File: src/rtl/multicycle_ctrl_pkg.sv
// Shared encodings for the multicycle RISC-V control FSM and the ALU control decoder.
// Optional macro JUMP_EN adds the JUMP/JUMP_R states.
package multicycle_ctrl_pkg;

  localparam int unsigned OPCODE_W = 7;
  localparam int unsigned ALU_OP_W = 3;
  localparam int unsigned SEL_W    = 2;

  typedef enum logic [3:0] {
    S_FETCH    = 4'd0,
    S_DECODE   = 4'd1,
    S_EXEC_R   = 4'd2,
    S_EXEC_I   = 4'd3,
    S_EXEC_LUI = 4'd4,
    S_ALU_WB   = 4'd5,
    S_MEM_ADDR = 4'd6,
    S_MEM_RD   = 4'd7,
    S_MEM_WR   = 4'd8,
    S_LOAD_WB  = 4'd9,
`ifdef JUMP_EN
    S_BRANCH   = 4'd10,
    S_JUMP     = 4'd11,
    S_JUMP_R   = 4'd12
`else
    S_BRANCH   = 4'd10
`endif
  } state_t;

  localparam logic [OPCODE_W-1:0] OP_R      = 7'b0110011;
  localparam logic [OPCODE_W-1:0] OP_I      = 7'b0010011;
  localparam logic [OPCODE_W-1:0] OP_LW     = 7'b0000011;
  localparam logic [OPCODE_W-1:0] OP_SW     = 7'b0100011;
  localparam logic [OPCODE_W-1:0] OP_LUI    = 7'b0110111;
  localparam logic [OPCODE_W-1:0] OP_BRANCH = 7'b1100011;
  localparam logic [OPCODE_W-1:0] OP_JAL    = 7'b1101111;
  localparam logic [OPCODE_W-1:0] OP_JALR   = 7'b1100111;

  localparam logic [ALU_OP_W-1:0] ALU_OP_R   = 3'b000;
  localparam logic [ALU_OP_W-1:0] ALU_OP_ADD = 3'b001;
  localparam logic [ALU_OP_W-1:0] ALU_OP_LUI = 3'b010;
  localparam logic [ALU_OP_W-1:0] ALU_OP_BR  = 3'b100;
  localparam logic [ALU_OP_W-1:0] ALU_OP_JAL = 3'b101;

  localparam logic [SEL_W-1:0] PC_SRC_PC4 = 2'b00;
  localparam logic [SEL_W-1:0] PC_SRC_IMM = 2'b01;
  localparam logic [SEL_W-1:0] PC_SRC_ALU = 2'b10;

  localparam logic [SEL_W-1:0] WB_ALU = 2'b00;
  localparam logic [SEL_W-1:0] WB_MEM = 2'b01;
  localparam logic [SEL_W-1:0] WB_PC4 = 2'b10;

  typedef enum logic [2:0] {
    CLS_R, CLS_I, CLS_LOAD, CLS_STORE, CLS_LUI, CLS_BRANCH, CLS_JAL, CLS_JALR
  } instr_class_t;

  typedef struct packed {
    logic [ALU_OP_W-1:0] alu_op;
    logic                alu_src_b;
    logic                mem_read;
    logic                mem_write;
    logic                i_or_d;
    logic                ir_write;
    logic                pc_write;
    logic                branch;
    logic [SEL_W-1:0]    pc_src;
    logic                reg_write;
    logic [SEL_W-1:0]    mem_to_reg;
    logic                illegal;
  } ctrl_t;

  // Quiescent control word: every enable low, ALU in add mode.
  function automatic ctrl_t ctrl_idle();
    ctrl_t c;
    c        = '0;
    c.alu_op = ALU_OP_ADD;
    return c;
  endfunction

endpackage

File: src/rtl/multicycle_control_unit_classifier.sv
// Combinational opcode-to-instruction-class map with an illegal flag.
// JAL/JALR are legal only when JUMP_EN is defined.
module opcode_classifier
  import multicycle_ctrl_pkg::*;
(
  input  logic [OPCODE_W-1:0] opcode,
  output instr_class_t        instr_class_c,
  output logic                illegal_c
);

  always_comb begin
    instr_class_c = CLS_I;
    illegal_c     = 1'b0;
    case (opcode)
      OP_R:      instr_class_c = CLS_R;
      OP_I:      instr_class_c = CLS_I;
      OP_LW:     instr_class_c = CLS_LOAD;
      OP_SW:     instr_class_c = CLS_STORE;
      OP_LUI:    instr_class_c = CLS_LUI;
      OP_BRANCH: instr_class_c = CLS_BRANCH;
`ifdef JUMP_EN
      OP_JAL:    instr_class_c = CLS_JAL;
      OP_JALR:   instr_class_c = CLS_JALR;
`endif
      default:   illegal_c     = 1'b1;
    endcase
  end

endmodule

File: src/rtl/multicycle_control_unit.sv
// Main control FSM of the multicycle RISC-V datapath (fetch/decode/execute/memory/write-back).
// Define JUMP_EN to decode JAL/JALR; otherwise they take the illegal path.
module multicycle_control_unit
  import multicycle_ctrl_pkg::*;
(
  input  logic                clk,
  input  logic                reset,
  input  logic [OPCODE_W-1:0] opcode_i,
  input  logic                mem_ready_i,
  output logic [ALU_OP_W-1:0] ALU_Op_o,
  output logic                ALU_Src_B_o,
  output logic                Mem_Read_o,
  output logic                Mem_Write_o,
  output logic                I_or_D_o,
  output logic                IR_Write_o,
  output logic                PC_Write_o,
  output logic                Branch_o,
  output logic [SEL_W-1:0]    PC_Src_o,
  output logic                Reg_Write_o,
  output logic [SEL_W-1:0]    Mem_to_Reg_o,
  output logic                Illegal_o
);

  state_t              state, next_state;
  ctrl_t               ctrl, ctrl_out;
  instr_class_t        instr_class_c;
  logic                illegal_c;
  logic [ALU_OP_W-1:0] hold_op;
  logic                hold_src;

  opcode_classifier u_classifier (
    .opcode        (opcode_i),
    .instr_class_c (instr_class_c),
    .illegal_c     (illegal_c)
  );

  always_ff @(posedge clk or negedge reset) begin
    if (!reset) state <= S_FETCH;
    else        state <= next_state;
  end

  // ALU_WB repeats the ALU controls of the execute state that preceded it.
  always_ff @(posedge clk or negedge reset) begin
    if (!reset) begin
      hold_op  <= ALU_OP_ADD;
      hold_src <= 1'b0;
    end else if (state == S_EXEC_R || state == S_EXEC_I || state == S_EXEC_LUI) begin
      hold_op  <= ctrl.alu_op;
      hold_src <= ctrl.alu_src_b;
    end
  end

  always_comb begin
    next_state = state;
    ctrl       = ctrl_idle();
    case (state)
      S_FETCH: begin
        ctrl.mem_read = 1'b1;
        ctrl.ir_write = mem_ready_i;
        ctrl.pc_write = mem_ready_i;
        ctrl.pc_src   = PC_SRC_PC4;
        if (mem_ready_i) next_state = S_DECODE;
      end
      S_DECODE: begin
        if (illegal_c) begin
          ctrl.illegal = 1'b1;
          next_state   = S_FETCH;
        end else begin
          case (instr_class_c)
            CLS_R:             next_state = S_EXEC_R;
            CLS_I:             next_state = S_EXEC_I;
            CLS_LOAD, CLS_STORE: next_state = S_MEM_ADDR;
            CLS_LUI:           next_state = S_EXEC_LUI;
            CLS_BRANCH:        next_state = S_BRANCH;
`ifdef JUMP_EN
            CLS_JAL:           next_state = S_JUMP;
            CLS_JALR:          next_state = S_JUMP_R;
`endif
            default:           next_state = S_FETCH;
          endcase
        end
      end
      S_EXEC_R: begin
        ctrl.alu_op = ALU_OP_R;
        next_state  = S_ALU_WB;
      end
      S_EXEC_I: begin
        ctrl.alu_src_b = 1'b1;
        next_state     = S_ALU_WB;
      end
      S_EXEC_LUI: begin
        ctrl.alu_op    = ALU_OP_LUI;
        ctrl.alu_src_b = 1'b1;
        next_state     = S_ALU_WB;
      end
      S_ALU_WB: begin
        ctrl.alu_op     = hold_op;
        ctrl.alu_src_b  = hold_src;
        ctrl.reg_write  = 1'b1;
        ctrl.mem_to_reg = WB_ALU;
        next_state      = S_FETCH;
      end
      S_MEM_ADDR: begin
        ctrl.alu_src_b = 1'b1;
        next_state     = (instr_class_c == CLS_LOAD) ? S_MEM_RD : S_MEM_WR;
      end
      S_MEM_RD: begin
        ctrl.alu_src_b = 1'b1;
        ctrl.i_or_d    = 1'b1;
        ctrl.mem_read  = 1'b1;
        if (mem_ready_i) next_state = S_LOAD_WB;
      end
      S_MEM_WR: begin
        ctrl.alu_src_b = 1'b1;
        ctrl.i_or_d    = 1'b1;
        ctrl.mem_write = 1'b1;
        if (mem_ready_i) next_state = S_FETCH;
      end
      S_LOAD_WB: begin
        ctrl.reg_write  = 1'b1;
        ctrl.mem_to_reg = WB_MEM;
        next_state      = S_FETCH;
      end
      S_BRANCH: begin
        ctrl.alu_op = ALU_OP_BR;
        ctrl.branch = 1'b1;
        ctrl.pc_src = PC_SRC_IMM;
        next_state  = S_FETCH;
      end
`ifdef JUMP_EN
      S_JUMP: begin
        ctrl.alu_op     = ALU_OP_JAL;
        ctrl.pc_write   = 1'b1;
        ctrl.pc_src     = PC_SRC_IMM;
        ctrl.reg_write  = 1'b1;
        ctrl.mem_to_reg = WB_PC4;
        next_state      = S_FETCH;
      end
      S_JUMP_R: begin
        ctrl.alu_src_b  = 1'b1;
        ctrl.pc_write   = 1'b1;
        ctrl.pc_src     = PC_SRC_ALU;
        ctrl.reg_write  = 1'b1;
        ctrl.mem_to_reg = WB_PC4;
        next_state      = S_FETCH;
      end
`endif
      default: next_state = S_FETCH;
    endcase
  end

  // Reset blanks every output at once, Mealy terms included.
  assign ctrl_out = reset ? ctrl : '0;

  assign ALU_Op_o     = ctrl_out.alu_op;
  assign ALU_Src_B_o  = ctrl_out.alu_src_b;
  assign Mem_Read_o   = ctrl_out.mem_read;
  assign Mem_Write_o  = ctrl_out.mem_write;
  assign I_or_D_o     = ctrl_out.i_or_d;
  assign IR_Write_o   = ctrl_out.ir_write;
  assign PC_Write_o   = ctrl_out.pc_write;
  assign Branch_o     = ctrl_out.branch;
  assign PC_Src_o     = ctrl_out.pc_src;
  assign Reg_Write_o  = ctrl_out.reg_write;
  assign Mem_to_Reg_o = ctrl_out.mem_to_reg;
  assign Illegal_o    = ctrl_out.illegal;

endmodule

File: config.mk
export PLATFORM = sky130hd
export DESIGN_NAME = multicycle_control_unit
export DESIGN_NICKNAME = d
export VERILOG_FILES = /design/src/rtl/multicycle_ctrl_pkg.sv /design/src/rtl/multicycle_control_unit_classifier.sv /design/src/rtl/multicycle_control_unit.sv
export SDC_FILE = /design/constraint.sdc
export NUM_CORES = 1
export LEC_CHECK = 0
export ABC_AREA = 0
export CORE_MARGIN = 1.5
export CORE_UTILIZATION = 40
export CTS_BUF_LIST = sky130_fd_sc_hd__clkbuf_4
export DETAILED_ROUTE_END_ITERATION = 8
export GPL_ROUTABILITY_DRIVEN = 1
export GPL_TIMING_DRIVEN = 0
export PLACE_DENSITY = 0.74
export REMOVE_ABC_BUFFERS = 1
export SLEW_MARGIN = 20
export SYNTH_ARGS = -nofsm -noshare
export SYNTH_HDL_FRONTEND = slang
export SYNTH_HIERARCHICAL = 1
export SYNTH_SLANG_ARGS = --single-unit
File: constraint.sdc
create_clock -name clk -period 2.64 [get_ports clk]
set_clock_uncertainty 0.2 [all_clocks]
set_input_delay 0.528 -clock clk [delete_from_list [all_inputs] [get_ports clk]]
set_output_delay 0.528 -clock clk [all_outputs]
set_load 0.02 [all_outputs]
* Yosys cells after proc, flatten, opt, wreduce, memory -nomap -nowiden *
Index checks and enable logic that the tools add are counted.

storage, ports and cells
  register bits after elaboration = 8
  input port bits = 10
  output and inout port bits = 16
  logic and storage cells = 58

operators by class
  eq/ne operators = 24
  muxes and demuxes = 20
  reductions and logical operators = 11

operators by type and width
  cell                                                              count
  4-bit case mux with 6 select lines                                1
  7-bit by 6-bit == test with 1-bit output (second input constant)  3
  4-bit two-way mux                                                 5
  4-bit case mux with 5 select lines                                1
  4-bit by 3-bit == test with 1-bit output (second input constant)  4
  16-bit two-way mux                                                1
  3-bit case mux with 5 select lines                                1
  4-bit == test (second input constant)                             3
  3-bit case mux with 4 select lines                                1
  4-bit by 2-bit == test with 1-bit output (second input constant)  2
  7-bit by 2-bit == test with 1-bit output (second input constant)  1
  7-bit by 5-bit == test with 1-bit output (second input constant)  1
  7-bit == test (second input constant)                             1
  1-bit two-way mux                                                 7
  3-bit by 2-bit == test with 1-bit output (second input constant)  2
  3-bit == test (second input constant)                             2
  2-bit inequality test (second input constant)                     3
  3-bit case mux with 2 select lines                                1
  2-bit OR reduction                                                3
  6-bit OR reduction                                                1
  5-bit OR reduction                                                1
  4-bit by 1-bit == test with 1-bit output (second input constant)  1
  4-bit logical NOT                                                 1
  3-bit by 1-bit == test with 1-bit output (second input constant)  1
  6 further kinds                                                   7

* Longest topological paths before layout *
  depth after elaboration = 7
  depth in mapped cells = 6
  depth with buffers taken out = 6

* Modules after synthesis *
Netlist, hierarchy kept.

modules (own cells, without submodules)
  module                   instances  cells each  area an instance (µm²)
  multicycle_control_unit  1          101         762.0
  opcode_classifier        1          12          91.3

* Worst setup path after synthesis *
OpenSTA, ideal clock, no wires.

  path type = reg2out
  start point = register state[3]
  end point = output port PC_Src_o[0]
  data arrival time = 1.768 ns
  data required time = 1.912 ns
  slack = 0.144 ns
  stages on the path, launching flop included = 6
  cells stage by stage = dfrtp_1 clkbuf_1 nor2b_1 nand2_1 nor3_1 buf_4

between the ends
  cells in the longest elaborated chain, start to end = 3

RTL lines
  item                    line                            source
  start, declared         multicycle_control_unit.sv:24   state_t state, next_state;
  start signal, assigned  multicycle_control_unit.sv:39   else state <= next_state;
  4-bit == test           multicycle_control_unit.sv:56   case (state)
  1-bit two-way mux       multicycle_control_unit.sv:56
  16-bit two-way mux      multicycle_control_unit.sv:153  assign ctrl_out = reset ? ctrl : '0;
  end, declared           multicycle_control_unit.sv:18   output logic [SEL_W-1:0] PC_Src_o,

Every way passes these cells.

* Final worst setup path *
  start point = register state[0]
  end point = output port Reg_Write_o

between the ends
  cells in the longest elaborated chain, start to end = 3

RTL lines
  item                                                                              line                            source
  4-bit == test / 4-bit by 3-bit == test with 1-bit output (equally long branches)  multicycle_control_unit.sv:56
  3-bit case mux with 2 select lines (*)                                            multicycle_control_unit.sv:56
  16-bit two-way mux (*)                                                            multicycle_control_unit.sv:153
  end, declared                                                                     multicycle_control_unit.sv:19   output logic Reg_Write_o,

Every way passes the cells marked *; elsewhere a longest branch is shown, timed or not.

==> results.yml <==
outcome:
  outcome: "finished clean"
finish:
  final_common_cell: "nand2_1"
  area_growth_pct: 39.3
  fin_nets: 149
  seq_area_um2: 206
  fin_cells: 165
  multi_input_area_um2: 606
  mostFrequentLayoutCells: "nand2_1 (11), nor2_1 (9), clkdlybuf4s50_1 (9)"
  drive_above_1_share_pct: 20.3
  fillers: 177
  diodes: 0
  design_area_um2: 1190
clocking:
  insertion_delay_ns: 0.26
  cts.path.max_buffers: 2
  htreeDepth: 1
  cts_tree: "yes"
  cts.sinks: 8
  numCtsBuffers: 3
  clkSlewWorstSetupHoldPaths_ns: 0.06
  cts-root-buf: "clkbuf_4"
route:
  dr_wl_met3_um: 139
  drc: 0
  met2_wirelength_um: 1200
  drt_iter0_markers: 27
  dr.pass1.iters: 4
  wl_per_cell_um: 15.0
  antenna_left: 0
  routed_wl_um: 2470
  viasPerCell: 5.77
  highest_layer: "met4"
  drt-met1-wl_um: 1120
  vias: 952
setup_path:
  crit_slowest_cell: "clkdlybuf4s50_1"
  reg2reg_slack_ns: 0.43
  cp-end-kind: "primary output"
  crit_path_start_kind: "flop"
  worstPathRequired_ns: 1.91
  path_class: "flop to primary output"
  cp_max_fo: 12
  critical_path_arrival_ns: 1.85
  cp_slowest_stage_delay_ns: 0.59
  crit_chain: "inv_1 > nor2_1 > o211a_1 > clkdlybuf4s50_1"
logic_synthesis:
  syn_avg_cell_area_um2: 7.55
  yosys-top-cells-area: "dfrtp_1 (21%), nor2b_1 (5.1%), nand2_1 (4.8%)"
  ys_async_sr_fraction_pct: 100
  ys_warn_count: 6
  ys_seq_elements: 8
  synth_top_area_share_pct: 20.5
  synthCells: 113
  yosys.area.top_type: "dfrtp_1"
  synth_edf_count: 0
  ys_seq_area_share_pct: 23.6
  synth_cell_types: 47
  synth_flop_cell: "dfrtp_1"
  synthesis.area_um2: 853
floorplanning:
  start_util_pct: 43.1
  die_w_um: 49.2
  coreArea_um2: 1980
  rows: 16
  io_pins: 26
  fp.dieArea_um2: 2420
  dieHeight_um: 49.2
timing:
  final_hold_viol_count: 0
  setup_violations: 0
  whs_ns: 0.140
  fmax_mhz: 388
  finalMaxSlewViolations: 0
  rsz0062_at_grt: "yes"
  setup_slack_ns: 0.0616
  post-route-min-period_ns: 2.58
  fin_crit_sh_pct: 97.7
power_and_ir_drop:
  p_sw_mw: 0.340
  netSwitchingFraction_pct: 45.2
  p_clk_share_pct: 15.8
  intPower_mw: 0.413
  pwr-share-comb_pct: 55.1
  power.leakage_nw: 0.545
  ir_worst_vdd_mv: 0.333
  pwr-share-seq_pct: 29.1
  power.density_nw_per_um2: 634
placed_design:
  place_ws_ns: -0.619
  port-buffer-count: 23
  place_congestion: 0.777
  placed_cells: 152
  dp_hpwl_um: 1510
  place_area_um2: 1050
global_route:
  grt_start_max_net_pins: 13
  grt.overflow.total: 0
  grt_usage_pct: 22.2
  grt_first_pass_wirelength_um: 4130
  antenna_found_initial: 0
  grt_pass1_vias: 886
run:
  cap_violations: 0
min_path:
  hp-class: "input pin to async pin"
## state kept, by name (all words and copies together) (netlist names)
name and count:
hold_op 3, hold_src 1, state 4
## metrics by stage
stage	util [%]	TNS [ns]	power, mW
floorplan	-	0	0.445
global placement	53.2	-7.18	0.572
detailed placement	53.2	-7.50	0.579
CTS	58.6	0	0.746
global route	60.0	-0.0796	0.801
finish	60.0	0	0.753
## cell type report
| class | count | area share, % |
|---|---|---|
| Multi-Input combinational cell | 90 | 50.9 |
| Timing Repair Buffer | 32 | 24.7 |
| Sequential cell | 8 | 17.4 |
| Tap cell | 27 | 2.84 |
| Clock buffer | 4 | 2.53 |
| Inverter | 4 | 1.58 |
## synthesized netlist by cell type, types with 3 or more instances
cell / count
clkbuf_1: 6
nand2b_1: 3
nor2b_1: 7
or3_1: 3
nor2_1: 9
inv_1: 3
buf_4: 4
nand3_1: 4
a21oi_1: 5
nor3_1: 4
a22oi_1: 3
dfrtp_1: 7
nand2_1: 11
## logic make-up (layout without fill, tap and decap cells)
| family | Yosys count | in the layout | share of synthesized area [%] |
|---|---|---|---|
| DFF | 8 | 8 | 23.6 |
| buffers and inverters | 16 | 40 | 9.68 |
| muxes | 2 | 2 | 2.64 |
| other | 1 | 2 | 0.439 |
| AOI/OAI and AO/OA | 32 | 32 | 28.4 |
| and+or+nand+nor | 54 | 54 | 35.2 |
## power groups by stage
stage,sequential (mW),combinational [mW],clock (mW)
2_1_floorplan,0.219,0.226,0
3_3_place_gp,0.243,0.328,0
3_5_place_dp,0.245,0.334,0
4_1_cts,0.214,0.409,0.122
5_1_grt,0.224,0.452,0.125
6_report,0.219,0.415,0.119
## worst max-delay path, delay by kind of cell (launching register included)
kind                   cells  cell delay, ns
buffers and inverters      2            0.72
flip-flops                 1            0.49
AND/OR/NAND/NOR            1            0.19
AO/OA/AOI/OAI              1            0.18
## per-layer routing
metal  track usage, %  up-vias
li1                 -      472
met1             28.5      452
met2             37.6       26
met3             5.52        2
met4             4.29        0
met5                0        -
## what timing repair did
| action | in CTS | in global routing |
|---|---|---|
| gates resized for setup | 25 | 7 |
| setup buffers | 8 | 0 |
| setup endpoints to repair | 16 | 8 |
| hold buffers | 1 | 0 |
| hold endpoints to repair | 7 | 0 |
## final timing paths
path	depth (start not counted)	start	endpoint
worst max-delay path	4	state[0]	Reg_Write_o
worst min-delay path	1	reset	hold_op[0]
worst max register to register	6	state[1]	state[0]
worst min register to register	1	hold_op[2]	hold_op[2]
max in group asynchronous	2	reset	state[2]
min in group clk	1	hold_op[2]	hold_op[2]
(Power assumes the default switching activity.)
